**src/rtl/score_display_pkg.sv**
```systemverilog
// Shared constants for the score display: learning-mode code, FSM encodings and 7-segment glyphs.
// Segment bit order is bit0=a .. bit6=g, bit7=dp (always off).
package score_display_pkg;

    localparam logic [2:0] LEARN_MODE = 3'b100;

    typedef enum logic [1:0] {
        ST_IDLE    = 2'd0,
        ST_CONVERT = 2'd1,
        ST_SHOW    = 2'd2
    } state_t;

    localparam logic [7:0] SEG_0     = 8'h3F;
    localparam logic [7:0] SEG_1     = 8'h06;
    localparam logic [7:0] SEG_2     = 8'h5B;
    localparam logic [7:0] SEG_3     = 8'h4F;
    localparam logic [7:0] SEG_4     = 8'h66;
    localparam logic [7:0] SEG_5     = 8'h6D;
    localparam logic [7:0] SEG_6     = 8'h7D;
    localparam logic [7:0] SEG_7     = 8'h07;
    localparam logic [7:0] SEG_8     = 8'h7F;
    localparam logic [7:0] SEG_9     = 8'h6F;
    localparam logic [7:0] SEG_A     = 8'h77;
    localparam logic [7:0] SEG_B     = 8'h7C;
    localparam logic [7:0] SEG_C     = 8'h39;
    localparam logic [7:0] SEG_D     = 8'h5E;
    localparam logic [7:0] SEG_BLANK = 8'h00;

    function automatic logic [7:0] digit_glyph(input logic [3:0] d);
        case (d)
            4'd0: return SEG_0;
            4'd1: return SEG_1;
            4'd2: return SEG_2;
            4'd3: return SEG_3;
            4'd4: return SEG_4;
            4'd5: return SEG_5;
            4'd6: return SEG_6;
            4'd7: return SEG_7;
            4'd8: return SEG_8;
            4'd9: return SEG_9;
            default: return SEG_BLANK;
        endcase
    endfunction

    function automatic logic [7:0] grade_glyph(input logic [1:0] g);
        case (g)
            2'd0: return SEG_A;
            2'd1: return SEG_B;
            2'd2: return SEG_C;
            default: return SEG_D;
        endcase
    endfunction

    function automatic logic [3:0] bcd_digit(input logic [23:0] b, input logic [2:0] i);
        case (i)
            3'd0: return b[3:0];
            3'd1: return b[7:4];
            3'd2: return b[11:8];
            3'd3: return b[15:12];
            3'd4: return b[19:16];
            3'd5: return b[23:20];
            default: return 4'd0;
        endcase
    endfunction

endpackage

```
**src/rtl/score_display_bin2bcd.sv**
```systemverilog
// Sequential double-dabble: 20-bit binary to 6 BCD digits, one shift per cycle.
// The load on start performs the first shift, so done pulses 19 cycles after start.
module bin2bcd_seq (
    input  logic        clk,
    input  logic        rst,
    input  logic        start,
    input  logic [19:0] bin,
    output logic [23:0] bcd,
    output logic        done
);
    logic [19:0] shreg;
    logic [23:0] acc;
    logic [23:0] adj;
    logic [4:0]  cnt;
    logic        running;

    always_comb begin
        adj = acc;
        for (int i = 0; i < 6; i++) begin
            if (acc[4*i +: 4] >= 4'd5) adj[4*i +: 4] = acc[4*i +: 4] + 4'd3;
        end
    end

    always_ff @(posedge clk) begin
        if (rst) begin
            shreg   <= '0;
            acc     <= '0;
            cnt     <= '0;
            running <= 1'b0;
            done    <= 1'b0;
        end else begin
            done <= 1'b0;
            if (start) begin
                {acc, shreg} <= {24'd0, bin} << 1;
                cnt          <= 5'd1;
                running      <= 1'b1;
            end else if (running) begin
                {acc, shreg} <= {adj, shreg} << 1;
                cnt          <= cnt + 5'd1;
                if (cnt == 5'd19) begin
                    running <= 1'b0;
                    done    <= 1'b1;
                end
            end
        end
    end

    assign bcd = acc;

endmodule

```
**src/rtl/score_display.sv**
```systemverilog
// Captures the mistake count when a song finishes in learning mode, grades it, and
// multiplexes six BCD digits plus a grade glyph across an 8-digit 7-segment display.
module score_display
    import score_display_pkg::*;
#(
    parameter int CLK_FREQ    = 100_000_000,
    parameter int SCAN_HZ     = 1_000,
    parameter int GRADE_A_MAX = 50,
    parameter int GRADE_B_MAX = 200,
    parameter int GRADE_C_MAX = 1000
) (
    input  logic        clk,
    input  logic        rst,
    input  logic [2:0]  mode,
    input  logic        finished,
    input  logic [40:0] score,
    output logic [7:0]  seg_en,
    output logic [7:0]  seg_out,
    output logic [1:0]  grade,
    output logic        busy,
    output logic        valid
);
    localparam int SCAN_DIV = CLK_FREQ / SCAN_HZ;
    localparam int CW       = (SCAN_DIV > 1) ? $clog2(SCAN_DIV) : 1;

    state_t      state;
    logic        fin_q;
    logic        learn;
    logic        fin_rise;
    logic        conv_start;
    logic        conv_done;
    logic [23:0] bcd;
    logic [19:0] sat_score;
    logic [1:0]  grade_calc;
    logic [CW-1:0] scan_cnt;
    logic        scan_wrap;
    logic [2:0]  digit_idx;
    logic [2:0]  digit_nxt;
    logic        show_nxt;
    logic [7:0]  lit;
    logic [7:0]  glyph;

    assign learn      = (mode == LEARN_MODE);
    assign fin_rise   = learn && finished && !fin_q;
    assign conv_start = fin_rise && (state == ST_IDLE);
    assign sat_score  = (score > 41'd999_999) ? 20'd999_999 : score[19:0];

    always_comb begin
        if (score <= 41'(GRADE_A_MAX))      grade_calc = 2'd0;
        else if (score <= 41'(GRADE_B_MAX)) grade_calc = 2'd1;
        else if (score <= 41'(GRADE_C_MAX)) grade_calc = 2'd2;
        else                                grade_calc = 2'd3;
    end

    bin2bcd_seq u_bin2bcd (
        .clk   (clk),
        .rst   (rst),
        .start (conv_start),
        .bin   (sat_score),
        .bcd   (bcd),
        .done  (conv_done)
    );

    // A stale done from an abandoned conversion is ignored because state is no longer CONVERT.
    always_ff @(posedge clk) begin
        if (rst) begin
            state <= ST_IDLE;
            fin_q <= 1'b0;
            grade <= 2'd0;
            busy  <= 1'b0;
            valid <= 1'b0;
        end else begin
            fin_q <= finished;
            if (!learn) begin
                state <= ST_IDLE;
                busy  <= 1'b0;
                valid <= 1'b0;
            end else begin
                case (state)
                    ST_IDLE: begin
                        if (fin_rise) begin
                            state <= ST_CONVERT;
                            busy  <= 1'b1;
                            grade <= grade_calc;
                        end
                    end
                    ST_CONVERT: begin
                        if (conv_done) begin
                            state <= ST_SHOW;
                            busy  <= 1'b0;
                            valid <= 1'b1;
                        end
                    end
                    ST_SHOW: begin
                        state <= ST_SHOW;
                    end
                    default: begin
                        state <= ST_IDLE;
                        busy  <= 1'b0;
                        valid <= 1'b0;
                    end
                endcase
            end
        end
    end

    // Display registers are driven from next-cycle values so they track valid without lag.
    assign scan_wrap = (scan_cnt == CW'(SCAN_DIV - 1));
    assign digit_nxt = scan_wrap ? digit_idx + 3'd1 : digit_idx;
    assign show_nxt  = learn && ((state == ST_SHOW) || ((state == ST_CONVERT) && conv_done));

    always_comb begin
        logic seen;
        seen = 1'b0;
        lit  = 8'h01;
        for (int i = 5; i >= 1; i--) begin
            if (bcd[4*i +: 4] != 4'd0) seen = 1'b1;
            lit[i] = seen;
        end
    end

    always_comb begin
        case (digit_nxt)
            3'd7:    glyph = grade_glyph(grade);
            3'd6:    glyph = SEG_BLANK;
            default: glyph = lit[digit_nxt] ? digit_glyph(bcd_digit(bcd, digit_nxt)) : SEG_BLANK;
        endcase
    end

    always_ff @(posedge clk) begin
        if (rst) begin
            scan_cnt  <= '0;
            digit_idx <= 3'd0;
            seg_en    <= 8'h00;
            seg_out   <= 8'h00;
        end else begin
            scan_cnt  <= scan_wrap ? '0 : scan_cnt + CW'(1);
            digit_idx <= digit_nxt;
            seg_en    <= show_nxt ? (8'd1 << digit_nxt) : 8'h00;
            seg_out   <= show_nxt ? glyph : 8'h00;
        end
    end

endmodule

```
**config.mk**
```make
export PLATFORM = sky130hd
export DESIGN_NAME = score_display
export DESIGN_NICKNAME = d
export VERILOG_FILES = /design/src/rtl/score_display_pkg.sv /design/src/rtl/score_display_bin2bcd.sv /design/src/rtl/score_display.sv
export SDC_FILE = /design/constraint.sdc
export NUM_CORES = 1
export LEC_CHECK = 0
export ABC_CLOCK_PERIOD_IN_PS = 3300
export CAP_MARGIN = 15
export CORE_MARGIN = 8
export CORE_UTILIZATION = 57
export CTS_BUF_LIST = sky130_fd_sc_hd__clkbuf_8
export DETAILED_ROUTE_END_ITERATION = 6
export GPL_TIMING_DRIVEN = 0
export PLACE_DENSITY = 0.91
export SYNTH_ARGS = -nofsm -noshare
export SYNTH_HDL_FRONTEND = slang
export SYNTH_SLANG_ARGS = --single-unit
```
**constraint.sdc**
```tcl
create_clock -name clk -period 3.3 [get_ports clk]
set_clock_uncertainty 0.1 [all_clocks]
set_input_delay 0.66 -clock clk [delete_from_list [all_inputs] [get_ports clk]]
set_output_delay 0.66 -clock clk [all_outputs]
set_load 0.05 [all_outputs]
```
; After elaboration in Yosys (flattened, before gate mapping)
; Memories as Yosys holds them, arrays and structs flattened.
; Index checks and enable logic that the tools add are counted.
[word_totals]
in_bits = 47
memories = 1
elab_cells = 127
romBits = 112
ff_bits = 93
output_inout_bits = 20
[op_classes]
bitwise_logic = 5
n_eq_ne = 16
shifts = 1
magnitude_cmp = 11
addsub = 9
reduce_logical = 27
muxes = 41
[memory_table]
columns = memory, words, width, read_ports, rd_ports_with_merged_regs, write_ports, line
row1 = (name not given), 16, 7, 1, 0, 0, score_display_pkg.sv:30  ; case (d)
[ops]
columns = operator, n
row1 = $mux 20, 3
row2 = $gt 41x20->1 const B, 1
row3 = $le 41x10->1 const B, 1
row4 = $le 41x6->1 const B, 1
row5 = $le 41x8->1 const B, 1
row6 = $ge 4x3->1 const B, 6
row7 = $mux 4, 6
row8 = $pmux 4 s6, 1
row9 = $pmux 7 s3, 1
row10 = $add 4x2->4 const B, 5
row11 = $reduce_bool 4->1, 5
row12 = $mux 1, 18
row13 = $add 17x1->17 const B, 1
row14 = $eq 17x17->1 const B, 1
row15 = $pmux 8 s2, 1
row16 = $eq 3x3->1 const B, 5
row17 = $reduce_or 2->1, 6
row18 = $mux 2, 4
row19 = $mux 8, 1
row20 = $shl 1x3->8 const A, 1
row21 = $eq 3x2->1 const B, 2
row22 = $mux 3, 2
row23 = $pmux 2 s3, 1
row24 = $reduce_and 3->1, 2
row25 = other kinds (22), 34

; Longest topological paths before layout
; Gate-level depths: netlist of run 1.
[depth]
ltp_word = 10
depth_mapped = 14
depth_no_buf = 12

; Hierarchy
; Synthesis of run 1 repeated with hierarchy kept, for this count alone.
[unflattened]
hier_cells = 692
area_unflattened_um2 = 5756.8
[by_module_without_submodules]
columns = mod, area_each_um2, seq_area_each_um2, instances, cells_per_inst
row1 = score_display, 2969.1, 840.8, 1, 379
row2 = bin2bcd_seq, 2787.7, 1001.0, 1, 313

; Least setup slack after synthesis of run 1
; No wires, ideal clock.
[synth_path]
kind = reg2reg
start = reg scan_cnt[0]
end = reg seg_out[5]
slack_ns = 0.314
arrival_time_ns = 2.791
n_path_buf = 2
required_time_ns = 3.105
stages_incl_launch_ff = 14
setup_time_ns = 0.095
cell_sequence = dfxtp_1 -> ha_1 -> and3_1 -> buf_4 -> and4_1 -> buf_4 -> and3_4 -> xnor2_1 -> mux2i_1 -> o221a_2 -> inv_1 -> ha_1 -> and2b_1 -> o311ai_1
[synth_between]
elab_chain_len = 8
[synth_rtl]
columns = element, line
row1 = "start, declared", score_display.sv:35  ; logic [CW-1:0] scan_cnt;
row2 = "start signal, assigned", score_display.sv:137  ; scan_cnt <= scan_wrap ? '0 : scan_cnt + CW'(1);
row3 = $eq 17x17->1 *, score_display.sv:108  ; assign scan_wrap = (scan_cnt == CW'(SCAN_DIV - 1));
row4 = $mux 3 *, score_display.sv:109  ; assign digit_nxt = scan_wrap ? digit_idx + 3'd1 : digit_idx;
row5 = $eq 3x3->1 (tied with other cells), score_display_pkg.sv:55  ; case (i)
row6 = $pmux 4 s6, score_display_pkg.sv:55
row7 = $mux 4, score_display.sv:123  ; case (digit_nxt)
row8 = $mem_v2 16x7, --
row9 = $mux 8, score_display.sv:126  ; default: glyph = lit[digit_nxt] ? digit_glyph(bcd_digit(bcd, digit_nxt)) : SEG_BLANK;
row10 = $pmux 8 s2 *, score_display.sv:123
row11 = "end signal, assigned", score_display.sv:140  ; seg_out <= show_nxt ? glyph : 8'h00;
row12 = "end, declared", score_display.sv:18  ; output logic [7:0] seg_out,
; Mark *: on every way between the ends. The rest lies on a longest branch, timed or not. The select of a mux whose other input is x is not followed.
; A chain may end at the register's enable or synchronous reset.

; Worst setup path after layout of run 1
[layout_path]
start = reg scan_cnt[1]
end = reg seg_out[5]
; The elaborated chain is that of the path after synthesis.

==> results.md, run 1 <==
* Core ar. at 0.008721 mm^2
* Register area share after synthesis at around 36%
* Pin count of the biggest net entering global routing at 18
* Synth Area per Inst at 8.467 um^2
* Main synth FF type: dfxtp_1
* Final wirelength at 13.25 mm
* Number of enable flip-flop cells after synthesis at 0
* Die X at approximately 110 um
* Worst-path cell chain: ha_1, and3_1, buf_4, and4_1, buf_4, and3_4, xor2_4, mux2i_1, o221a_2, inv_1, ha_1, and2b_1, o311ai_1
* Clock-pin slew on the worst setup and hold paths at 0.09 ns
* Num CTS Buffers at 9
* Power Total at 2.173 mW
* Initial core utilization at 58.74%
* R2r setup slk at 0.11 ns
* Die Height at around 110 um
* CTS Buffer Depth at 2
* Layout cells sized above 1 at under 10%
* Number of synthesized register bits at 92
* Syn Inst Count at 605
* CP Capture Type: flop
* First-pass GRT wire length at 21.38 mm
* Layout Area Growth over Synthesis at 21.59%
* Final HPWL DP at 9.866 mm
* CTS tree: done
* H-tree depth at 3
* Root Driver: clkbuf_8
* Maximum vdd drop at 0.2720 mV
* Fin crit period at 3.187 ns
* Max cap viols at 0
* Pwr/cell area at 348.9 mW/mm^2
* Slew Viols, Final at 0
* Average routed wire per standard cell at 16.60 um
* Total gr overflow at 0
* IO Count at 67
* Ys Warns at 0
* Worst setup SP type: flop
* Vias in the first global route at 4621
* R2R Path Start: scan_cnt[1]
* Leakage at approximately 2.2 nW
* Crit path buffers/inverters at 3
* Net Count, Synth at 683
* Initial antenna violation count at 0
* Worst-Margin Slew at 0.6467 ns
* Gr usage total at 20.44%
* Slew headroom at 56.89%
* Most common cell after layout, fill and taps aside: dfxtp_1
* Detailed Routing Iterations Pass 1 at 5
* Final core utilization at around 71%
* Min-delay src: scan_cnt[0]
* Vias per inst at 5.999
* Worst r2r path cells at 13
* Pre-CTS worst setup slack at -0.1015 ns
* WHS at 0.3494 ns
* Routability cong. at 0.9681
* Fmax at 313.8 MHz
* Final ANT Viol Nets at 0
* CP Data Arrival Time at approximately 3.4 ns
* Clock Latency Late Sink at 0.38 ns
* CP Class: flop to flop
* Largest stage delay on the critical path at about 0.38 ns
* Rows at 34
* # clock sinks at 92
* Initial DRC count at 411
* DRC Markers at 0
* RR Endpoint: seg_out[5]
* CP max FO at 6
* Most frequent cells in the layout: dfxtp_1, nor2_1, clkdlybuf4s50_1
* CP delay by family, top: simple AND/OR/NAND/NOR gates
* Via count at 4787
* Final period util at between 90% and 100%
* Min-Delay Endpoint: scan_cnt[0]
* Final setup vio count at 0
* Async S/R FF share, synth at 0%
* Nets at 763
* Number of antenna diodes at 0
* Outcome: completed
* Full die area at 0.01228 mm^2
* Synthesized area at 0.005122 mm^2
* Worst Hold Depth at 1
* Final WS setup at 0.1135 ns
* WP data required at 3.48 ns
* CP max-delay cell: dfxtp_1
* Hold Path Class: flop to flop
* Port-buffer cells at 65
* Unique cell type count in the Yosys netlist at 65
* Hold Fails Final Rpt at 0
## flip-flops by register name, summed over array words and instances (netlist names), 2 cells and up
| name | count |
|---|---|
| u_bin2bcd.shreg | 19 |
| seg_en | 8 |
| seg_out | 7 |
| state | 2 |
| grade | 2 |
| u_bin2bcd.bcd | 24 |
| u_bin2bcd.cnt | 5 |
| scan_cnt | 17 |
| digit_idx | 3 |
## area by class of cell
type	instances	area (um^2)
plain buffers	27	126.4
clock inverters	7	103.9
repair buffers	69	680.7
flip-flops and latches	92	1843
well taps	108	135.1
fillers	609	2492
multi-input cells	448	3073
clock buffers	9	123.9
inverters	38	142.6
## repair_timing
| item | in CTS | in global routing |
|---|---|---|
| hold buffers | 0 | 0 |
| resized for setup | 1 | 8 |
| endpoints found under the setup margin | 2 | 5 |
| pin swaps | 0 | 1 |
| setup buffers | 0 | 4 |
## where the power goes
part	total [mW]	switching [mW]	internal [mW]	leakage [nW]
combinational	0.157	0.0782	0.0784	1.34
clock	0.887	0.448	0.439	0.115
sequential	1.13	0.00900	1.12	0.743
total	2.17	0.535	1.64	2.20
## worst register-to-register path: stages (launching register included)
cell      delay, ns
dfxtp_1        0.38
ha_1           0.21
and3_1         0.16
buf_4          0.15
and4_1         0.20
buf_4          0.16
and3_4         0.26
xor2_4         0.26
mux2i_1        0.26
o221a_2        0.27
inv_1          0.08
ha_1           0.17
and2b_1        0.18
o311ai_1       0.25
## synthesized netlist by cell type, types with 15 or more instances
master / count / area share (%)
o21ai_0: 29 / 2.8
xnor2_1: 15 / 2.6
mux2i_1: 24 / 4.7
nor2_1: 83 / 6.1
dfxtp_1: 92 / 36
nand3_1: 19 / 1.9
clkbuf_1: 15 / 1.1
inv_1: 37 / 2.7
nor3_1: 15 / 1.5
nand2_1: 32 / 2.3
a21oi_1: 39 / 3.8
ha_1: 31 / 7.6
## worst max path at each step
stage	start	end	slack [ns]	cells past startpoint
final	scan_cnt[1]	seg_out[5]	0.11	13
after global routing	scan_cnt[1]	seg_out[3]	-0.04	13
after CTS	scan_cnt[9]	seg_out[5]	0.11	10
after detailed placement	score[23]	u_bin2bcd.shreg[12]	-0.10	8
after global placement	score[23]	u_bin2bcd.shreg[7]	0.04	8
after floorplan	scan_cnt[0]	seg_out[5]	0.31	13
## stage by stage
| step | TNS [ns] | instance area (um^2) | instances |
|---|---|---|---|
| finish | 0 | 6228 | 798 |
| detailed placement | -0.6934 | 5908 | 778 |
| floorplan | 0 | 5122 | 605 |
| global route | -0.08117 | 6228 | 798 |
| global placement | 0 | 5908 | 778 |
| CTS | 0 | 6143 | 794 |
## layer usage
metal  GRT usage, %  share of wire (%)
met5              0                  0
met4          7.117                2.0
met3          5.032                6.3
met2          35.77                 49
met1          23.52                 42
## cells by family after synthesis
| logic type | count (synthesis) | share of synthesized area (%) |
|---|---|---|
| AND/OR/NAND/NOR | 223 | 22.01 |
| AO/OA/AOI/OAI | 131 | 17.20 |
| flip-flops | 92 | 35.96 |
| buffers and inverters | 65 | 5.251 |
| multiplexers | 32 | 6.449 |
| adder cells (fa/ha/maj) | 31 | 7.572 |
| XOR/XNOR | 30 | 5.496 |
| other | 1 | 0.07321 |
Note: power is estimated with default switching activity, not from simulation.
==> inputs of run 2 (changes only) <==
--- a/config.mk
+++ b/config.mk
@@ -7,12 +7,12 @@
 export LEC_CHECK = 0
 export ABC_CLOCK_PERIOD_IN_PS = 3300
 export CAP_MARGIN = 15
-export CORE_MARGIN = 8
-export CORE_UTILIZATION = 57
+export CORE_MARGIN = 3
+export CORE_UTILIZATION = 54
 export CTS_BUF_LIST = sky130_fd_sc_hd__clkbuf_8
 export DETAILED_ROUTE_END_ITERATION = 6
 export GPL_TIMING_DRIVEN = 0
-export PLACE_DENSITY = 0.91
+export PLACE_DENSITY = 0.87
 export SYNTH_ARGS = -nofsm -noshare
 export SYNTH_HDL_FRONTEND = slang
 export SYNTH_SLANG_ARGS = --single-unit
==> run 2 against run 1 <==
- worst hold slack improved by 0.026 ns
- clock-buffer cell count unchanged
- via count decreased by 0.75%
- first-iteration DRC count decreased by 31%
- clock power decreased by 7.1%
- power decreased by 2.9%
- register-to-register slack improved by 0.02 ns
- critical path type unchanged
==> results.md, run 2 (same netlist as run 1, synthesis figures left out) <==
* # clock sinks at 92 (unchanged)
* Initial DRC count at 284 (-31%)
* CTS tree: done
* Final Instance Area at 0.006250 mm^2 (+0.34%)
* Pin count of the biggest net entering global routing at 19 (+1)
* Final period util at 96.02% (-0.54 points)
* Layout cells sized above 1 at 9.407% (+0.13 points)
* R2R Path Start: scan_cnt[0]
* CP max FO at 6 (unchanged)
* Die Height at 103.4 um (-6.7%)
* Pre-CTS worst setup slack at -0.04307 ns (+0.05839 ns)
* Min-delay src: scan_cnt[0]
* Met2 wire len at 6.565 mm (+0.20%)
* Core ar. at 0.008976 mm^2 (+2.9%)
* Final core utilization at 69.63% (-1.8 points)
* Pwr/cell area at 337.5 mW/mm^2 (-3.3%)
* Total gr overflow at 0 (unchanged)
* Full die area at 0.01069 mm^2 (-13%)
* H-tree depth at 3 (unchanged)
* Most used cell, CP: buf_4
* Vias in the first global route at 4462 (-3.4%)
* Detailed Routing Iterations Pass 1 at 6 (+1)
* Largest stage delay on the critical path at 0.35 ns (-0.03 ns)
* Die X at 103.4 um (-6.7%)
* DRC Markers at 0 (unchanged)
* Slew Viols, Final at 0 (unchanged)
* Hold bufs inserted after CTS at 0 (unchanged)
* Final wirelength at 13.03 mm (-1.6%)
* Layout Area Growth over Synthesis at 22.01%
* Worst setup SP type: flop
* Initial antenna violation count at 0 (unchanged)
* Initial core utilization at 57.07% (-1.7 points)
* R2r setup slk at 0.13 ns (+0.02 ns)
* IO Count at 67 (unchanged)
* Final WS setup at 0.1314 ns (+0.01792 ns)
* First-pass GRT wire length at 20.64 mm (-3.5%)
* Worst-path cell chain: ha_2, and3_1, buf_4, and4_1, buf_4, and3_4, xor2_4, buf_4, a221o_2, o221a_2, buf_4, ha_1, a41oi_1, o21ai_0
* Nets at 764 (+0.13%)
* Setup TNS at 0 ns (unchanged)
* Maximum vdd drop at 0.2267 mV (-17%)
* Routability cong. at 0.9017 (-6.9%)
* Gr usage total at 24.44% (+4.0 points)
* CP Data Arrival Time at 3.31 ns (-0.06 ns)
* Max cap viols at 0 (unchanged)
* WP data required at 3.44 ns (-0.04 ns)
* Met3 WL at 856 um (+3.4%)
* Power Total at 2.109 mW (-2.9%)
* DR top layer: met4
* Clock-pin slew on the worst setup and hold paths at 0.10 ns (about the same)
* Placed cell areas at 0.005931 mm^2 (+0.38%)
* Number of antenna diodes at 0 (unchanged)
* Port-buffer cells at 65 (unchanged)
* CP Class: flop to flop
* Crit. Startpoint: scan_cnt[0]
* Outcome: completed
* Met1 WL at 5.253 mm (-6.1%)
* Final ANT Viol Nets at 0 (unchanged)
* CP Capture Type: flop
* Final setup vio count at 0 (unchanged)
* Root Driver: clkbuf_8
* CTS Buffer Depth at 2 (unchanged)
* Most frequent cells in the layout: dfxtp_1, nor2_1, clkdlybuf4s50_1
* Average routed wire per standard cell at 15.95 um (-3.9%)
* Num CTS Buffers at 9 (unchanged)
* Largest register FFs at 24 (unchanged)
* Fin crit period at 3.169 ns (-0.01792 ns)
* CP delay by family, top: compound AO/OA/AOI/OAI gates
* Crit path buffers/inverters at 4 (+1)
* Fmax at 315.6 MHz (+0.57%)
* Hold Path Class: flop to flop
* Worst-Margin Slew at 0.6875 ns (+0.04089 ns)
* Hold Fails Final Rpt at 0 (unchanged)
* Clock Latency Late Sink at 0.37 ns (about the same)
* CP max-delay cell: dfxtp_1
* Slew headroom at 54.16% (-2.7 points)
* Leakage at 2.195 nW (-0.25%)
* Rows at 34 (unchanged)
* Most common cell after layout, fill and taps aside: dfxtp_1
* Via count at 4751 (-0.75%)
* Final HPWL DP at 9.715 mm (-1.5%)
* Vias per inst at 5.815 (-3.1%)
-- run 2: final timing paths --
kind | cells past startpoint | end
min reg2reg | 1 | scan_cnt[0]
max reg2reg | 14 | seg_out[4]
min | 1 | scan_cnt[0]
max | 14 | seg_out[4]
-- run 2: what timing repair did --
item / in CTS / in global routing
gates resized for setup: 1 / 8
buffers inserted: 0 / 5
setup endpoints to repair: 2 / 6
pin swaps: 0 / 1
-- run 2: per-stage QoR --
| stage | instances | hold slack (ns) |
|---|---|---|
| finish | 817 | 0.3750 |
| global route | 817 | 0.4162 |
| CTS | 812 | 0.3819 |
| detailed placement | 796 | 0.3571 |
| global placement | 796 | 0.3423 |
| floorplan | 605 | 0.3295 |
-- run 2: final cells by class --
| class | instances | area [um^2] |
|---|---|---|
| clock buffers | 9 | 123.9 |
| flip-flops and latches | 92 | 1842 |
| fillers | 706 | 2726 |
| plain buffers | 27 | 126.4 |
| inverters | 38 | 142.6 |
| repair buffers | 70 | 688.2 |
| clock inverters | 7 | 93.84 |
| well taps | 126 | 157.7 |
| multi-input cells | 448 | 3075 |
-- run 2: layer usage --
metal / global-route usage [%] / vias to the layer above
met5: 0 / -
met4: 9.761 / 0
met3: 4.762 / 34
met2: 41.37 / 179
met1: 30.51 / 2237
li1: - / 2301
-- run 2: power by group --
part	leakage, nW	total (mW)	internal, mW	switching (mW)
clock network	0.107	0.824	0.371	0.453
registers	0.743	1.13	1.12	0.00860
logic	1.35	0.157	0.0787	0.0778
